<file path="config.mk">
export PLATFORM = sky130hd
export DESIGN_NAME = rdata_chan_subo_pbuf
export DESIGN_NICKNAME = d
export VERILOG_FILES = /design/src/rtl/rdata_chan_subo_pbuf.sv
export SDC_FILE = /design/constraint.sdc
export NUM_CORES = 1
export LEC_CHECK = 0
export ABC_AREA = 1
export CAP_MARGIN = 30
export CORE_MARGIN = 3
export CORE_UTILIZATION = 53
export CTS_CLUSTER_DIAMETER = 200
export DETAILED_ROUTE_END_ITERATION = 16
export PLACE_DENSITY = 0.85
export SLEW_MARGIN = 0
export SYNTH_ARGS = -nofsm -noshare
export SYNTH_HDL_FRONTEND = slang
export SYNTH_SLANG_ARGS = --single-unit
</file>
<file path="constraint.sdc">
create_clock -name clk -period 8.9 [get_ports clk]
set_clock_uncertainty 0.15 [all_clocks]
set_input_delay 2.225 -clock clk [delete_from_list [all_inputs] [get_ports clk]]
set_output_delay 2.225 -clock clk [all_outputs]
set_load 0.02 [all_outputs]
</file>
<file path="src/rtl/rdata_chan_subo_pbuf.sv">
// AXI R-channel subordinate: DEPTH-entry pending buffer of read lines, each streamed as len+1 beats.
// Latency: line pushed into an empty buffer at edge N shows rvalid from cycle N+1; bursts run back-to-back.
// Backpressure: rdata_s_ready = ~full only; outputs hold while rvalid & ~rready. Option: RDATA_SUBO_ERR_EN.
module rdata_chan_subo_pbuf #(
    parameter int DATA_W    = 32,
    parameter int MAX_BEATS = 4,
    parameter int ID_W      = 4,
    parameter int DEPTH     = 2
) (
    input  logic                          clk,
    input  logic                          rst,
    output logic                          rvalid,
    input  logic                          rready,
    output logic [ID_W-1:0]               rid,
    output logic [DATA_W-1:0]             rdata,
    output logic [1:0]                    rresp,
    output logic                          rlast,
    input  logic                          rdata_s_valid,
    output logic                          rdata_s_ready,
    input  logic [ID_W-1:0]               rdata_s_id,
    input  logic [$clog2(MAX_BEATS)-1:0]  rdata_s_len,
    input  logic [DATA_W*MAX_BEATS-1:0]   rdata_s_data,
    input  logic                          rdata_s_err,
    output logic                          finish_rdata_s
);

    localparam int LEN_W = $clog2(MAX_BEATS);
    localparam int PTR_W = (DEPTH > 1) ? $clog2(DEPTH) : 1;
    localparam int CNT_W = $clog2(DEPTH) + 1;

    typedef enum logic [1:0] {
        IDLE = 2'd0,
        BOUT = 2'd1,
        LAST = 2'd2
    } state_t;

    logic [ID_W-1:0]                  mem_id   [DEPTH];
    logic [LEN_W-1:0]                 mem_len  [DEPTH];
    logic [MAX_BEATS-1:0][DATA_W-1:0] mem_data [DEPTH];
`ifdef RDATA_SUBO_ERR_EN
    logic                             mem_err  [DEPTH];
`endif

    state_t           state;
    logic [PTR_W-1:0] wr_ptr;
    logic [PTR_W-1:0] rd_ptr;
    logic [CNT_W-1:0] count;
    logic [CNT_W-1:0] count_nxt;
    logic [LEN_W-1:0] beat_cnt;
    logic [LEN_W-1:0] head_len;
    logic [LEN_W-1:0] next_len;
    logic             empty;
    logic             full;
    logic             push;
    logic             pop;

    function automatic logic [PTR_W-1:0] ptr_inc(input logic [PTR_W-1:0] p);
        return (p == PTR_W'(DEPTH - 1)) ? '0 : p + 1'b1;
    endfunction

    assign empty         = (count == '0);
    assign full          = (count == CNT_W'(DEPTH));
    assign rdata_s_ready = ~full;
    assign push          = rdata_s_valid & rdata_s_ready;
    assign pop           = finish_rdata_s;
    assign count_nxt     = count + CNT_W'(push) - CNT_W'(pop);
    assign head_len      = mem_len[rd_ptr];
    // With one entry left, the follower can only be the line being pushed this same edge.
    assign next_len      = (count > CNT_W'(1)) ? mem_len[ptr_inc(rd_ptr)] : rdata_s_len;

    assign rvalid         = (state == BOUT) || (state == LAST);
    assign rlast          = (state == LAST);
    assign rid            = empty ? '0 : mem_id[rd_ptr];
    assign rdata          = empty ? '0 : mem_data[rd_ptr][beat_cnt];
    assign finish_rdata_s = rvalid & rready & rlast;

`ifdef RDATA_SUBO_ERR_EN
    assign rresp = (!empty && mem_err[rd_ptr]) ? 2'b10 : 2'b00;
`else
    logic unused_err;
    assign unused_err = rdata_s_err;
    assign rresp      = 2'b00;
`endif

    always_ff @(posedge clk) begin
        if (push) begin
            mem_id[wr_ptr]   <= rdata_s_id;
            mem_len[wr_ptr]  <= rdata_s_len;
            mem_data[wr_ptr] <= rdata_s_data;
`ifdef RDATA_SUBO_ERR_EN
            mem_err[wr_ptr]  <= rdata_s_err;
`endif
        end
    end

    always_ff @(posedge clk or posedge rst) begin
        if (rst) begin
            state    <= IDLE;
            wr_ptr   <= '0;
            rd_ptr   <= '0;
            count    <= '0;
            beat_cnt <= '0;
        end else begin
            if (push) wr_ptr <= ptr_inc(wr_ptr);
            if (pop)  rd_ptr <= ptr_inc(rd_ptr);
            count <= count_nxt;

            case (state)
                IDLE: begin
                    beat_cnt <= '0;
                    if (!empty) state <= (head_len == '0) ? LAST : BOUT;
                end
                BOUT: begin
                    if (rready) begin
                        beat_cnt <= beat_cnt + 1'b1;
                        if (beat_cnt + 1'b1 == head_len) state <= LAST;
                    end
                end
                LAST: begin
                    if (rready) begin
                        beat_cnt <= '0;
                        if (count_nxt != '0) state <= (next_len == '0) ? LAST : BOUT;
                        else                 state <= IDLE;
                    end
                end
                default: begin
                    state    <= IDLE;
                    beat_cnt <= '0;
                end
            endcase
        end
    end

endmodule

</file>
# Yosys cells after proc, flatten, opt, wreduce, memory -nomap -nowiden
# Memories as Yosys holds them, arrays and structs flattened.
# Cells that the tools add are included.
dict set report word_totals {
  ff_bits 8
  ram_bits 268
  in_bits 139
  output_inout_bits 42
  wordCells 55
  memories 3
}
dict set report classes {
  add_sub_neg 5
  order_cmp 2
  n_eq_ne 8
  n_mux 20
  bitwise_logic 4
  n_reduce_logical 8
}
# name words width read_ports rd_ports_with_merged_regs wr line_no
set memory_table {}
lappend memory_table {mem_data 2 128 1 0 1 39} ;# logic [MAX_BEATS-1:0][DATA_W-1:0] mem_data [DEPTH];
lappend memory_table {mem_id 2 4 1 0 1 37} ;# logic [ID_W-1:0] mem_id [DEPTH];
lappend memory_table {mem_len 2 2 2 0 1 38} ;# logic [LEN_W-1:0] mem_len [DEPTH];
# operator count
set op_table {}
lappend op_table {{32-bit binary-select mux with 2-bit select} 1}
lappend op_table {{32-bit two-way mux} 2}
lappend op_table {{2-bit two-way mux} 10}
lappend op_table {{2-bit zero test} 4}
lappend op_table {{2-bit != test, second input constant} 3}
lappend op_table {{2-bit case mux with 3 select lines} 1}
lappend op_table {{2-bit equality test, second input constant} 2}
lappend op_table {{1-bit two-way mux} 4}
lappend op_table {{4-bit two-way mux} 1}
lappend op_table {{2-bit case mux with 2 select lines} 1}
lappend op_table {{4-bit AND reduction} 1}
lappend op_table {{1-bit bitwise AND} 3}
lappend op_table {{2-bit by 3-bit less-than comparator with 1-bit output, second input constant} 1}
lappend op_table {{1-bit adder, second input constant} 2}
lappend op_table {{2-bit by 1-bit adder with 2-bit output} 1}
lappend op_table {{2-bit by 1-bit adder with 2-bit output, second input constant} 1}
lappend op_table {{2-bit by 1-bit equality test with 1-bit output, second input constant} 1}
lappend op_table {{2-bit equality test} 1}
lappend op_table {{2-bit by 1-bit > comparator with 1-bit output, second input constant} 1}
lappend op_table {{2-bit by 1-bit != test with 1-bit output, second input constant} 1}
lappend op_table {{2-bit AND reduction} 1}
lappend op_table {{2-bit nonzero test} 1}
lappend op_table {{2-bit by 1-bit subtractor with 2-bit output} 1}
lappend op_table {{1-bit logical OR} 1}
lappend op_table {{1-bit inverter} 1}

# Logic depth before layout (Yosys ltp)
dict set report depth {
  word_depth 9
  ltp_mapped 14
  mapped_depth_nobuf 14
}

# Worst setup path before layout
# No wires, ideal clock.
dict set report synth_path {
  path_kind {input to register}
  startpoint {input rdata_s_valid}
  endpoint {memory mem_data[1][0] in the netlist's numbering (enable)}
  setup_ps 630
  arrival_ps 7907
  required_ps 8120
  setup_slack_ps 213
  stages 2
  n_path_buf 0
  path_cell_list {nand2_1 -> nor2_1}
}
dict set report synth_between {
  elab_chain_len 3
}
# item line_no
set synth_rtl {}
lappend synth_rtl {{start, declared} 18} ;# input logic rdata_s_valid,
lappend synth_rtl {{1-bit bitwise AND} 64} ;# assign push = rdata_s_valid & rdata_s_ready;
lappend synth_rtl {{1-bit two-way mux} 86} ;# if (push) begin
lappend synth_rtl {{1-bit two-way mux (implied by the code)} 89} ;# mem_data[wr_ptr] <= rdata_s_data;
lappend synth_rtl {{end, declared} 39}
# No other way between the ends.

# Final worst setup path
dict set report layout_path {
  startpoint {register rd_ptr}
  endpoint {output rdata[13]}
}
dict set report layout_between {
  elab_chain_len 4
}
# item line_no
set layout_rtl {}
lappend layout_rtl {{start, declared} 46} ;# logic [PTR_W-1:0] rd_ptr;
lappend layout_rtl {{start signal, assigned} 105} ;# if (pop) rd_ptr <= ptr_inc(rd_ptr);
lappend layout_rtl {{memory read 2 x 128 bit} -}
lappend layout_rtl {{32-bit binary-select mux with 2-bit select} 74} ;# assign rdata = empty ? '0 : mem_data[rd_ptr][beat_cnt];
lappend layout_rtl {{32-bit two-way mux (implied by the code)} 74}
lappend layout_rtl {{32-bit two-way mux} 74}
lappend layout_rtl {{end, declared} 15} ;# output logic [DATA_W-1:0] rdata,
# No other way between the ends. The select of a mux whose other input is x is not followed.

==> Flow_metrics.wiki <==
{| class="wikitable"
! Metric !! Value
|-
| Top-area cell type share of the netlist area || 73.4%
|-
| Met3 GRT Util || 3.54%
|-
| Syn_area_per_cell || 12.9 µm²
|-
| Number of distinct standard cells referenced by the synthesized netlist || 25
|-
| Synth top area cells || sky130_fd_sc_hd__edfxtp_1, sky130_fd_sc_hd__nor2_1, sky130_fd_sc_hd__o21ai_0
|-
| Max-slew headroom at the worst pin || 36.5%
|-
| Starting Density || 55.1%
|-
| Global route hottest layer || met2
|-
| Leading cell types in the layout, fill and taps excluded || sky130_fd_sc_hd__edfxtp_1, sky130_fd_sc_hd__nor2_1, sky130_fd_sc_hd__clkdlybuf4s50_1, sky130_fd_sc_hd__o21ai_0, sky130_fd_sc_hd__nand2_1
|-
| Total internal power || 0.00303 W
|-
| Most frequent standard cell in the layout excluding fill and tap cells || sky130_fd_sc_hd__edfxtp_1
|-
| Residual DRC || 0
|-
| Total negative slack for setup checks || 0 ps
|-
| Startpoint kind of the worst setup timing path || flip-flop
|-
| Register-to-register setup slack || 6240 ps
|-
| Switch Pwr || 0.00164 W
|-
| Net count, final || 1,162
|-
| Static Leakage || 4.80 nW
|-
| Number of antenna violations at the first check in global routing || 0
|-
| Unrepaired setup endpoints after global routing || false
|-
| Avg Vias per Cell || 5.64
|-
| Max capacitance violation total || 0
|-
| Crit. End Element || output pin
|-
| Post-CTS Hold Buffers || 0
|-
| Slew Limit Fails || 0
|-
| FILL cells || 1,365
|-
| Post-synthesis instance total || 852
|-
| Share of post-route cells with drive strength above 1 || 5.39%
|-
| Clock insertion delay at the later pin of the skew report || 530 ps
|-
| Final critical-path share of the clock period || 71.3%
|-
| Number of global-route vias before repair || 7,343
|-
| Total power per unit cell area || 339 mW/mm²
|-
| Tightest Pin Transition || 952 ps
|-
| Num rows || 51
|-
| Data arrival, critical path || 3970 ps
|-
| Final wirelength || 25,800 µm
|-
| First-pass detailed-route iteration total || 7
|-
| Synthesis-to-finish area growth || 25.6%
|-
| Antenna viol nets, final || 0
|-
| Maximum fanout count along the critical path || 70
|-
| Area used by multi-input combinational logic || 0.00234 mm²
|-
| Setup bufs post-CTS || 0
|-
| Reg power frac || 40.7%
|-
| Largest net degree at the start of global routing || 112
|-
| Time the final worst path needs with I/O delays and setup || 6350 ps
|-
| Seq cells post-synth || 276
|-
| Number of port buffers || 177
|-
| Top cell type by total area after synthesis || sky130_fd_sc_hd__edfxtp_1
|-
| Clock slew at the register clock pins of the worst setup and hold paths || 60 ps
|-
| Run status || finished clean
|-
| CTS max path bufs || 3
|-
| Final number of hold-violating endpoints || 0
|-
| CTS tree || done
|-
| Type of the setup path with the least slack || reg -> out
|-
| Sequential fraction of the synthesis area || 75.2%
|-
| Total clock buffers created by CTS || 28
|-
| Cell area after synthesis || 0.0110 mm²
|-
| Portion of total power attributed to combinational logic || 34.9%
|-
| Gates resized, CTS repair || 0
|-
| Post-Layout Inst Area || 0.0138 mm²
|-
| Count of routing violations after the opening detailed-route iteration || 525
|-
| Type of the worst min-delay path || reg -> reg
|-
| Total half-perimeter wirelength after legalization and detailed placement || 15,500 µm
|-
| Congestion Overflow GR || 0
|-
| Total Die Area || 0.0225 mm²
|-
| First-pass GRT wire length || 38,800 µm
|-
| Storage element area || 0.00825 mm²
|-
| Number of H-tree levels || 1
|-
| Final GP Congestion || 0.844
|-
| Setup violations, final || 0
|-
| Maximum clock frequency || 158 MHz
|-
| Height of the die || 150 µm
|-
| Global-route usage over all layers || 22.4%
|-
| I/O pin count || 181
|-
| Sink Count || 276
|-
| Total number of yosys warnings || 0
|-
| Vias || 7,354
|-
| Horiz. Die Dim || 150 µm
|-
| GR met2 Demand/Resource || 38.7%
|-
| Required arrival time at the worst endpoint || 6530 ps
|-
| Diode count || 0
|-
| Peak supply drop || 0.227 mV
|-
| Switch share || 35.2%
|-
| Area of the core || 0.0199 mm²
|-
| Root Driver || sky130_fd_sc_hd__clkbuf_16
|-
| Mean routed wirelength per cell || 19.8 µm
|-
| Post-place instance area || 0.0129 mm²
|-
| Clk network pwr share || 24.3%
|-
| Met1 Track Usage GR || 28.7%
|}
cell type report:
type / count / share of cell area (%)
Clock buffer: 35 / 5.43
Clock inverter: 16 / 1.05
Inverter: 18 / 0.509
Multi-Input combinational cell: 506 / 17.0
Sequential cell: 276 / 59.9
Tap cell: 265 / 2.41
Timing Repair Buffer: 187 / 13.7
per-layer routing:
layer / vias to the layer above / wire (µm)
met2: 309 / 13100
met5: - / 0
met3: 64 / 1690
met1: 3576 / 10100
met4: 0 / 933
li1: 3405 / -
critical path: stages, from the launching register on:
cell                              delay (ps)
sky130_fd_sc_hd__dfrtp_4                 730
sky130_fd_sc_hd__inv_4                   620
sky130_fd_sc_hd__buf_4                   690
sky130_fd_sc_hd__nor2_1                  140
sky130_fd_sc_hd__o22ai_1                 240
sky130_fd_sc_hd__nand2_1                 100
sky130_fd_sc_hd__a31oi_1                 200
sky130_fd_sc_hd__clkdlybuf4s50_1         640
cell usage after synthesis:
library cell,number
sky130_fd_sc_hd__nor2_2,1
sky130_fd_sc_hd__a31oi_1,20
sky130_fd_sc_hd__or2_2,1
sky130_fd_sc_hd__nand3_1,6
sky130_fd_sc_hd__conb_1,1
sky130_fd_sc_hd__o21ai_1,27
sky130_fd_sc_hd__edfxtp_1,268
sky130_fd_sc_hd__dfrtp_1,8
sky130_fd_sc_hd__inv_1,15
sky130_fd_sc_hd__buf_4,8
sky130_fd_sc_hd__a21oi_1,7
sky130_fd_sc_hd__buf_6,9
sky130_fd_sc_hd__buf_1,3
sky130_fd_sc_hd__o22ai_1,44
sky130_fd_sc_hd__o21bai_1,1
sky130_fd_sc_hd__buf_2,12
sky130_fd_sc_hd__ha_1,6
sky130_fd_sc_hd__xor2_1,1
sky130_fd_sc_hd__clkbuf_1,16
sky130_fd_sc_hd__inv_2,3
sky130_fd_sc_hd__nor2_1,201
sky130_fd_sc_hd__o21ai_0,116
sky130_fd_sc_hd__buf_12,1
sky130_fd_sc_hd__clkbuf_2,4
sky130_fd_sc_hd__nand2_1,73
path summary, 6_finish.rpt:
| check | start | endpoint | cells after the start |
|---|---|---|---|
| worst min-delay path | state[1] | state[1] | 2 |
| worst max-delay path | rd_ptr | rdata[13] | 7 |
| max in group asynchronous | rst | rd_ptr | 2 |
| worst min register to register | state[1] | state[1] | 2 |
| min in group asynchronous | rst | rd_ptr | 2 |
| worst max register to register | count[1] | mem_data[1][54] | 5 |
metrics by stage:
stage                     hold slack [ps]  cells  total power [W]  setup WS (ps)  utilization, %
after global routing                  430   1303          0.00491           2290            69.2
after floorplan                       335    853          0.00298            213               -
after CTS                             399   1303          0.00469           2510            69.2
final                                 394   1303          0.00467           2550            69.2
after detailed placement              385   1252          0.00355           2910            64.7
after global placement                376   1250          0.00348           2930            64.5
sequential cells by signal, indices dropped and copies added, names as in the netlist:
signal and flops:
state 2, wr_ptr 1, count 2, rd_ptr 1
mem_id 8, beat_cnt 2, mem_data 256, mem_len 4
power by group through the flow:
stage / clock, W / combinational (W) / sequential, W
4_1_cts: 0.00115 / 0.00164 / 0.00190
2_1_floorplan: 0 / 0.00106 / 0.00192
3_3_place_gp: 0 / 0.00157 / 0.00191
5_1_grt: 0.00120 / 0.00178 / 0.00193
6_report: 0.00114 / 0.00163 / 0.00190
3_5_place_dp: 0 / 0.00162 / 0.00193
cells by family after synthesis:
group	after synthesis	synth area share, %
compound gates	215	10.6
xor+xnor	1	0.0799
fa+ha+maj	6	0.685
buf+inv	71	3.65
flops	276	75.2
other cells	1	0.0342
simple gates	282	9.77
Note: power is estimated with default switching activity, not from simulation.
==> RTL change: new RTL, same flow settings <==
Reset style: synchronous (`rst`), changed in one clocked block.
--- a/src/rtl/rdata_chan_subo_pbuf.sv
+++ b/src/rtl/rdata_chan_subo_pbuf.sv
@@ -94,5 +94,5 @@
     end
 
-    always_ff @(posedge clk or posedge rst) begin
+    always_ff @(posedge clk) begin
         if (rst) begin
             state    <= IDLE;
Function: differs if rst is asserted again (counterexample within 4 cycles, from zero or initial values and one cycle with rst high); with rst held inactive, the same outputs for 4 cycles.
==> RTL change against the unedited design <==
First-iteration DRC count up 13%. Sequential cell count up 1. Sequential share of layout area down 0.71 points. Worst setup slack better by 0.39 ns. Cell count up 0.61%. Cell area up 0.95%. Count of clock-buffer cells in the layout down 3. Area after synthesis up 0.92%. Register-to-register slack worse by 0.32 ns. Wire length about the same.
Power is not compared: it rests on default switching activity, and its combinational part moved more than twofold at a synthesized area within 25%.
==> RTL change: results (changes against the unedited design) <==
- Status: finished, final reports clean
- Number of global-route vias before repair: 7356 (+0.18%)
- Synth top area share: 72.72% (-0.67 points)
- Dpl ws: 2.933 ns (+0.02284 ns)
- DP HPWL: 15500 µm (+0.21%)
- Clock Tree Buf Depth: 3 (unchanged)
- CP Data Arrival Time: 3.59 ns (-0.38 ns)
- Worst Path Max Fanout: 3 (-96%)
- VDD IR max: 0.1558 mV
- Iter 0 DRT Violations: 593 (+13%)
- Vias/cell: 5.658 (+0.25%)
- First-pass GRT wire length: 38470 µm (-0.96%)
- Nets: 1165 (+0.26%)
- Largest net degree at the start of global routing: 136 (+21%)
- Synth cell types: 31 (+24%)
- Slew margin rel.: 37.92% (+1.4 points)
- Final wirelength: 25760 µm (about the same)
- First-pass detailed-route iteration total: 5 (-2)
- Fillers: 1404 (+2.9%)
- Synth top cells by count: edfxtp_1 (268), nor2_1 (200), o21ai_0 (111)
- Horiz. Die Dim: 150.5 µm (+0.44%)
- Initial antenna violation count: 2 (+2)
- Layout cells sized above 1: 6.731% (+1.3 points)
- Biggest regs: mem_data: 256 flops, mem_id: 8 flops, mem_len: 4 flops
- Routability cong.: 0.7850 (-7.0%)
- GRT Total Usage: 22.02% (-0.36 points)
- Asr flop ratio synth: 0% (-2.9 points)
- Post-CTS sizing: 0 (unchanged)
- Area contributors post-synth: edfxtp_1 (73%), nor2_1 (6.8%), o21ai_0 (5.0%), o22ai_1 (2.6%), o21ai_1 (2.4%)
- Share of the yosys chip area belonging to registers: 74.35% (-0.87 points)
-- RTL change: changes by cell type in the layout (fill, tap and decap cells not counted), sizes merged, moves of 4 or more --
cell	before	now
nand2	73	47
a21oi	7	13
clkinv	13	9
dfxtp	0	9
o21ai	143	163
dfrtp	8	0
-- RTL change: cells by family (layout without fill, tap and decap cells) --
logic type	Yosys count	count (layout)	synth area share (%)
DFF	277	277	74.35
other	1	3	0.03388
AOI/OAI and AO/OA	242	242	11.78
buffers and inverters	74	254	4.104
adders and majority gates	6	6	0.6783
and+or+nand+nor	259	259	9.056
-- RTL change: through the flow --
| step | instance area [µm²] | cells |
|---|---|---|
| after floorplan | 11070 | 860 |
| after global placement | 12890 | 1259 |
| after detailed placement | 12890 | 1259 |
| after CTS | 13870 | 1309 |
| after global routing | 13900 | 1310 |
| final | 13900 | 1311 |
-- RTL change: where the power goes --
| group | leakage (nW) | internal (W) | switching, W |
|---|---|---|---|
| Combinational | 1.72 | 0.000245 | 0.000386 |
| Sequential | 2.58 | 0.00156 | 0.0000356 |
| Clock | 0.479 | 0.000767 | 0.000472 |
| Total | 4.78 | 0.00257 | 0.000893 |
-- RTL change: layout make-up --
cell class,count,share of cell area [%]
timing repair buffer,186,13.37
clock buffer,32,5.301
multi-input combinational,509,17.29
clock inverter,18,1.791
inverter,18,0.5760
sequential,277,59.22
tap,270,2.430
antenna,1,0.01800
-- RTL change: path summary, 6_finish.rpt --
path	start	end	slack, ns	cells past startpoint
setup / recovery	rready	finish_rdata_s	2.94	4
hold / removal	state[1]$_SDFFE_PP0P_	state[1]$_SDFFE_PP0P_	0.37	2
setup reg to reg	count[1]$_SDFF_PP0_	mem_data[1][125]$_DFFE_PP_	5.92	6
hold reg to reg	state[1]$_SDFFE_PP0P_	state[1]$_SDFFE_PP0P_	0.37	2
-- RTL change: worst max-delay path, cell delays in order --
cell	delay (ns)
clkdlybuf4s50_1	0.51
nand3_1	0.14
inv_1	0.11
clkdlybuf4s50_1	0.60
-- RTL change: routing by layer --
metal	part of all wire [%]	track usage, %
met2	51	39.49
met3	10	6.291
met1	36	25.95
met5	0.050	0
met4	2.3	6.084
